`config.mk`:
```
export PLATFORM = sky130hd
export DESIGN_NAME = ps2_tx
export DESIGN_NICKNAME = d
export VERILOG_FILES = /design/src/rtl/ps2_defs.sv /design/src/rtl/ps2_clk_filter.sv /design/src/rtl/ps2_tx.sv
export SDC_FILE = /design/constraint.sdc
export NUM_CORES = 1
export LEC_CHECK = 0
export BUFFER_PORTS_ARGS = -buffer_cell sky130_fd_sc_hd__buf_4
export CAP_MARGIN = 25
export CORE_UTILIZATION = 60
export DETAILED_ROUTE_END_ITERATION = 12
export PLACE_DENSITY = 0.79
export SYNTH_ARGS = -nofsm -noshare
export SYNTH_HDL_FRONTEND = slang
export SYNTH_SLANG_ARGS = --single-unit
```
`constraint.sdc`:
```
create_clock -name clk -period 2.2 [get_ports clk]
set_input_delay 0.33 -clock clk [delete_from_list [all_inputs] [get_ports clk]]
set_output_delay 0.33 -clock clk [all_outputs]
set_load 0.02 [all_outputs]
```
`src/rtl/ps2_defs.sv`:
```
// rtl/ps2_defs.sv - PS/2 shared constants, tx state encoding and parity helper
package ps2_defs;

  localparam logic [7:0] PS2_BREAK    = 8'hF0;
  localparam logic [7:0] PS2_ACK      = 8'hFA;
  localparam logic [7:0] PS2_RESEND   = 8'hFE;
  localparam logic [7:0] PS2_SET_LEDS = 8'hED;
  localparam logic [7:0] PS2_LSHIFT   = 8'h12;
  localparam logic [7:0] PS2_RSHIFT   = 8'h59;
  localparam logic [7:0] PS2_CAPS     = 8'h58;

  typedef enum logic [2:0] {
    TX_IDLE,
    TX_RTS,
    TX_START,
    TX_DATA,
    TX_STOP,
    TX_ACK,
    TX_WAIT_REL
  } tx_state_t;

  // Parity bit that makes the 9-bit word {parity, data} carry an odd number of ones.
  function automatic logic odd_parity(input logic [7:0] data);
    return ~^data;
  endfunction

endpackage

```
`src/rtl/ps2_clk_filter.sv`:
```
// rtl/ps2_clk_filter.sv - 8-sample debounce of the PS/2 clock with falling-edge tick
module ps2_clk_filter (
  input  logic clk,
  input  logic reset,
  input  logic ps2c_in,
  output logic level,
  output logic fall_tick
);

  logic [7:0] samples;
  logic       level_next;

  always_comb begin
    level_next = level;
    if (samples == 8'hFF)
      level_next = 1'b1;
    else if (samples == 8'h00)
      level_next = 1'b0;
  end

  assign fall_tick = level & ~level_next;

  always_ff @(posedge clk) begin
    if (reset) begin
      samples <= 8'hFF;
      level   <= 1'b1;
    end else begin
      samples <= {ps2c_in, samples[7:1]};
      level   <= level_next;
    end
  end

endmodule

```
`src/rtl/ps2_tx.sv`:
```
// rtl/ps2_tx.sv - PS/2 host-to-device command transmitter with ACK check and timeout
module ps2_tx
  import ps2_defs::*;
#(
  parameter int INHIBIT_CYCLES = 5000,
  parameter int TIMEOUT_CYCLES = 1000000
) (
  input  logic       clk,
  input  logic       reset,
  input  logic       wr_ps2,
  input  logic [7:0] din,
  input  logic       ps2c_in,
  input  logic       ps2d_in,
  output logic       ps2c_drv,
  output logic       ps2d_drv,
  output logic       tx_idle,
  output logic       tx_done_tick,
  output logic       tx_err_tick
);

  localparam int IW = $clog2(INHIBIT_CYCLES + 1);
  localparam int TW = $clog2(TIMEOUT_CYCLES + 1);

  tx_state_t     state, state_next;
  logic [8:0]    shift, shift_next;
  logic [3:0]    nbit, nbit_next;
  logic [IW-1:0] icnt, icnt_next;
  logic [TW-1:0] tcnt, tcnt_next;
  logic          ack_ok, ack_ok_next;
  logic          done_next, err_next;
  logic          clk_level, fall_tick;
  logic          timed_out;

  ps2_clk_filter u_filter (
    .clk       (clk),
    .reset     (reset),
    .ps2c_in   (ps2c_in),
    .level     (clk_level),
    .fall_tick (fall_tick)
  );

  always_ff @(posedge clk) begin
    if (reset) begin
      state        <= TX_IDLE;
      shift        <= '0;
      nbit         <= '0;
      icnt         <= '0;
      tcnt         <= '0;
      ack_ok       <= 1'b0;
      tx_done_tick <= 1'b0;
      tx_err_tick  <= 1'b0;
    end else begin
      state        <= state_next;
      shift        <= shift_next;
      nbit         <= nbit_next;
      icnt         <= icnt_next;
      tcnt         <= tcnt_next;
      ack_ok       <= ack_ok_next;
      tx_done_tick <= done_next;
      tx_err_tick  <= err_next;
    end
  end

  // Timeout only guards the phases where the device owns the clock.
  assign timed_out = (tcnt == TW'(TIMEOUT_CYCLES)) &&
                     (state != TX_IDLE) && (state != TX_RTS);

  always_comb begin
    state_next  = state;
    shift_next  = shift;
    nbit_next   = nbit;
    icnt_next   = icnt;
    tcnt_next   = tcnt;
    ack_ok_next = ack_ok;
    done_next   = 1'b0;
    err_next    = 1'b0;
    if (timed_out) begin
      state_next = TX_IDLE;
      err_next   = 1'b1;
    end else begin
      case (state)
        TX_IDLE: begin
          if (wr_ps2) begin
            shift_next = {odd_parity(din), din};
            nbit_next  = '0;
            icnt_next  = '0;
            tcnt_next  = '0;
            state_next = TX_RTS;
          end
        end
        TX_RTS: begin
          if (icnt == IW'(INHIBIT_CYCLES - 1)) begin
            tcnt_next  = '0;
            state_next = TX_START;
          end else begin
            icnt_next = icnt + 1'b1;
          end
        end
        TX_START: begin
          if (fall_tick) begin
            tcnt_next  = '0;
            state_next = TX_DATA;
          end else begin
            tcnt_next = tcnt + 1'b1;
          end
        end
        TX_DATA: begin
          if (fall_tick) begin
            tcnt_next  = '0;
            shift_next = {1'b1, shift[8:1]};
            nbit_next  = nbit + 1'b1;
            if (nbit == 4'd8)
              state_next = TX_STOP;
          end else begin
            tcnt_next = tcnt + 1'b1;
          end
        end
        TX_STOP: begin
          // Device pulls data low across the final falling edge to acknowledge.
          if (fall_tick) begin
            tcnt_next   = '0;
            ack_ok_next = ~ps2d_in;
            state_next  = TX_ACK;
          end else begin
            tcnt_next = tcnt + 1'b1;
          end
        end
        TX_ACK: begin
          state_next = TX_WAIT_REL;
        end
        TX_WAIT_REL: begin
          if (clk_level && ps2d_in) begin
            done_next  = ack_ok;
            err_next   = ~ack_ok;
            state_next = TX_IDLE;
          end else begin
            tcnt_next = tcnt + 1'b1;
          end
        end
        default: state_next = TX_IDLE;
      endcase
    end
  end

  always_comb begin
    ps2c_drv = 1'b0;
    ps2d_drv = 1'b0;
    case (state)
      TX_RTS: begin
        ps2c_drv = 1'b1;
        ps2d_drv = 1'b1;
      end
      TX_START: ps2d_drv = 1'b1;
      TX_DATA:  ps2d_drv = ~shift[0];
      default: begin
        ps2c_drv = 1'b0;
        ps2d_drv = 1'b0;
      end
    endcase
  end

  assign tx_idle = (state == TX_IDLE);

endmodule

```
==> Word-level counts from Yosys, hierarchy flattened <==
Cells that the tools add are included.
{ "totals": {"reg_bits": 61, "wordCells": 89} }
{ "op_classes": {"mux": 29, "reduce_logical": 19, "n_addsub": 3, "n_bitwise": 8, "eq_ne": 20} }
{ "ops": {"columns": ["cell", "n"], "rows": [
  ["$mux W20", 4],
  ["$pmux W20 S4", 1],
  ["$mux W13", 2],
  ["$pmux W13 S2", 1],
  ["$mux W3", 7],
  ["$pmux W3 S7", 1],
  ["$add A20 B1 Y20 const B", 1],
  ["$eq A20 B20 Y1 const B", 1],
  ["$mux W9", 2],
  ["$ne A2 B2 Y1 const B", 9],
  ["$pmux W9 S2", 1],
  ["$add A13 B1 Y13 const B", 1],
  ["$eq A13 B13 Y1 const B", 1],
  ["$eq A3 B3 Y1 const B", 3],
  ["$eq A8 B8 Y1 const B", 1],
  ["$logic_not A8 Y1", 1],
  ["$mux W4", 2],
  ["$pmux W4 S2", 1],
  ["$reduce_and A4 Y1", 2],
  ["$reduce_xnor A8 Y1", 1],
  ["$not A1 Y1", 7],
  ["$reduce_and A7 Y1", 1],
  ["$eq A3 B2 Y1 const B", 2],
  ["$mux W1", 6],
  ["other kinds (16)", 20]
]} }

==> Logic depth before layout (Yosys ltp) <==
{ "depth": {"word_depth": 7, "ltp_mapped": 8, "ltp_nobuf": 7} }

==> By module <==
Synthesis repeated with hierarchy kept, for this count alone.
{ "hier_totals": {"cells_unflattened": 375, "area_unflattened_um2": 3051.7} }
{ "modules_own_cells": {"columns": ["mod", "instances", "area_each_um2", "seq_area_each_um2", "cells_each"], "rows": [
  ["ps2_tx", 1, 2751.4, 1041.0, 350],
  ["ps2_clk_filter", 1, 300.3, 180.2, 25]
]} }

==> Least setup slack after synthesis <==
OpenSTA, ideal clock, no wires.
{ "synth_timing": {"path_type": "reg-to-reg", "start": "reg state[2]", "end": "reg tcnt[10]", "n_path_buf": 2, "arrival_ns": 2.175, "t_required_ns": 2.130, "path_slack_ns": -0.045, "path_stages_with_launch": 8, "cell_sequence": "dfxtp_1 -> buf_6 -> nor3b_1 -> o31ai_4 -> and2_2 -> a41o_2 -> buf_2 -> a21oi_1"} }
{ "synth_via": {"elab_chain_cells": 5, "word_cells_on_any_way": 18} }
{ "synth_rtl": {"columns": ["item", "line_no", "source"], "rows": [
  ["start, declared", "ps2_tx.sv:24", "tx_state_t state, state_next;"],
  ["start signal, assigned", "ps2_tx.sv:53", "state <= state_next;"],
  ["parallel branches: the longest is 5 deep, another holds $reduce_and A5 Y1", null, null],
  ["end signal, assigned", "ps2_tx.sv:57", "tcnt <= tcnt_next;"],
  ["end, declared", "ps2_tx.sv:28", "logic [TW-1:0] tcnt, tcnt_next;"]
]} }
Parallel ways; which one is timed is not known.
A chain may end at the register's enable or synchronous reset.

==> Worst setup path after layout <==
{ "layout_timing": {"start": "reg icnt[10]", "end": "reg tcnt[3]"} }
{ "layout_via": {"elab_chain_cells": 3} }
{ "layout_rtl": {"columns": ["item", "line_no", "source"], "rows": [
  ["start, declared", "ps2_tx.sv:27", "logic [IW-1:0] icnt, icnt_next;"],
  ["start signal, assigned", "ps2_tx.sv:56", "icnt <= icnt_next;"],
  ["$eq A13 B13 Y1", "ps2_tx.sv:92", "if (icnt == IW'(INHIBIT_CYCLES - 1)) begin"],
  ["$ne A2 B2 Y1 (no line)", null, null],
  ["$reduce_and A5 Y1 (no line)", null, null]
]} }
Every way passes these cells.

==> reports/metrics.csv <==
metric;value;unit
fin_skew;7.311;ps
yosysWarningCount;0;
timing.final.max_slew_violations;0;
synth_edf_count;0;
syn_inst;369;
drive_above_1_share;22.78;%
finalCritPeriodShare;98.65;%
die_h;74.38;µm
relSlewSlack;54.66;%
clkSinkCount;61;
drtPass1Iterations;7;
syn_to_final_growth;18.11;%
drc;0;
cp-start-kind;flop;
die_x;74.38;µm
critPathArrivalTime;2460;ps
grt_usage;27.61;%
critical_path.max_fanout;7;
synthesis.area;0.003143;mm²
status;completed;
boundaryPins;18;
clk_latency;340;ps
routed_wl;7.272;mm
period_needed;2170;ps
n_antenna_cell;0;
power;3701;µW
io_buffers;17;
drt-initial-drc-count;201;
viasPerCell;6.130;
placedCellCount;460;
stdcell_count;484;
hpwl;4.775;mm
cts-buffers-inserted;9;
hold_buffers;0;
core;0.004880;mm²
synth_top_flop_cell;dfxtp_1;
tightest_slew;673.9;ps
critical_path_class;reg -> reg;
critPathCaptureType;flop;
synth-seq-cells;61;
p_per_area;996.9;mW/mm²
grt_max_degree;24;
initial_core_util;64.41;%
cts_root_buf;clkbuf_8;
synth_nets;387;
worstHoldPathType;in -> reg;
dieArea;0.005532;mm²
grt-ovfl-total;0;
nNetsFinal;431;
leakage;0.001301;µW
ir_drop;773.9;µV
clkTransAtPathRegs;70;ps
grt_pass1_wl;11.64;mm
ys_async_sr_fraction;0;%
ys_seq_area_share;38.85;%
hold_violations;0;
critical_path_required;2480;ps
synth.avg_cell_area;8.518;µm²
yosysUniqueCellTypes;58;
wl_per_cell;15.02;µm
htreeDepth;3;
grt_pass1_vias;2585;
fmax;460.8;MHz
num_vias;2967;
cts_tree;built;
num_rows;25;
gp_congestion;0.9077;
ant_nets;0;
max-cap-violations;0;
final_common_cell;dfxtp_1;
setup_viol;0;
antenna_found_initial;0;
clock_path_buffers;2;
mostFrequentLayoutCells;58 x dfxtp_1, 44 x buf_4, 37 x nand2_1;
==> per-stage QoR <==
step	utilization, %	setup WS (ps)	setup TNS (ps)	area [µm²]	hold WS [ps]
6_report	76.08	29.63	0	3712	173.3
4_1_cts	73.64	32.60	0	3593	165.0
5_1_grt	76.08	-42.51	-134.1	3712	164.8
3_3_place_gp	70.38	72.67	0	3435	452.2
2_1_floorplan	-	8.513	0	3148	425.6
3_5_place_dp	70.38	47.61	0	3435	461.2
==> final cells by class <==
| class | count | area (µm²) |
|---|---|---|
| clock buffer | 13 | 148.9 |
| clock inverter | 2 | 10.01 |
| fill | 374 | 1167 |
| inverter | 12 | 45.04 |
| multi-input combinational | 281 | 1819 |
| sequential | 61 | 1225 |
| tap | 67 | 83.83 |
| timing repair buffer | 48 | 380.4 |
==> path summary, 6_finish.rpt <==
kind | end | start | cells after the start | slack [ps]
max | tcnt[3]$_SDFFE_PP0P_ | icnt[10]$_SDFFE_PP0P_ | 7 | 30
min | u_filter.samples[7]$_SDFF_PP1_ | ps2c_in | 2 | 170
max reg2reg | tcnt[3]$_SDFFE_PP0P_ | icnt[10]$_SDFFE_PP0P_ | 7 | 30
min reg2reg | u_filter.samples[5]$_SDFF_PP1_ | u_filter.samples[6]$_SDFF_PP1_ | 1 | 470
==> critical path, cell delays in order, from the launching register on <==
cell and delay (ps):
dfxtp_2 320, or4b_4 560, o31ai_4 260, buf_4 180, nand2_4 80, buf_6 120
or4_4 470, a21oi_2 120
==> layer usage <==
layer / track usage [%] / vias up / part of all wire, %
met5: 0 / - / 0
met4: 10.27 / 0 / 1.9
met1: 35.68 / 1388 / 45
met3: 8.672 / 16 / 5.7
li1: - / 1465 / -
met2: 43.24 / 98 / 47
==> repair_timing <==
action	4_1_cts	5_1_grt
setup endpoints to repair	0	14
hold endpoints to repair	0	0
buffers inserted	0	8
resized for setup	0	15
==> flip-flops by register name, summed over array words and instances, names as in the netlist, 3 cells and up <==
register	flops
tcnt	20
nbit	4
state	3
u_filter.samples	8
icnt	13
shift	9
==> power breakdown <==
part / switching (µW) / total (µW) / internal (µW)
clock: 422 / 852 / 431
combinational: 846 / 1480 / 634
sequential: 129 / 1370 / 1240
==> kinds of logic (layout without fill, tap and decap cells) <==
group	count (synthesis)	in the layout	share of synthesized area, %
buf+inv	28	75	4.936
xor+xnor	18	18	5.016
compound gates	81	81	17.56
flops	61	61	38.85
fa+ha+maj	5	5	1.990
simple gates	175	176	31.33
mux	1	1	0.3185
==> synthesized netlist by cell type (all sizes together), types with 2 or more instances <==
master | count | area, µm²
and4 | 5 | 45.04
dfxtp | 61 | 1221
or4 | 17 | 132.6
nand4 | 13 | 81.33
nand3b | 3 | 22.52
a41oi | 2 | 17.52
nand2 | 39 | 151.4
xor2 | 8 | 70.07
or2 | 8 | 50.05
clkbuf | 8 | 40.04
nor2 | 30 | 112.6
nor3 | 4 | 20.02
or4b | 3 | 33.78
a311oi | 8 | 70.07
and3 | 5 | 33.78
a21oi | 30 | 153.9
nor4b | 4 | 35.03
buf | 8 | 70.06
a211oi | 3 | 27.52
or3 | 6 | 37.54
xnor2 | 10 | 87.58
inv | 12 | 45.04
and2 | 2 | 13.77
nand3 | 20 | 100.1
a31oi | 2 | 12.51
o21ai | 13 | 68.82
nand2b | 3 | 18.77
o31ai | 16 | 133.9
nor4 | 7 | 43.79
ha | 5 | 62.56
Note: power is estimated with default switching activity, not from simulation.
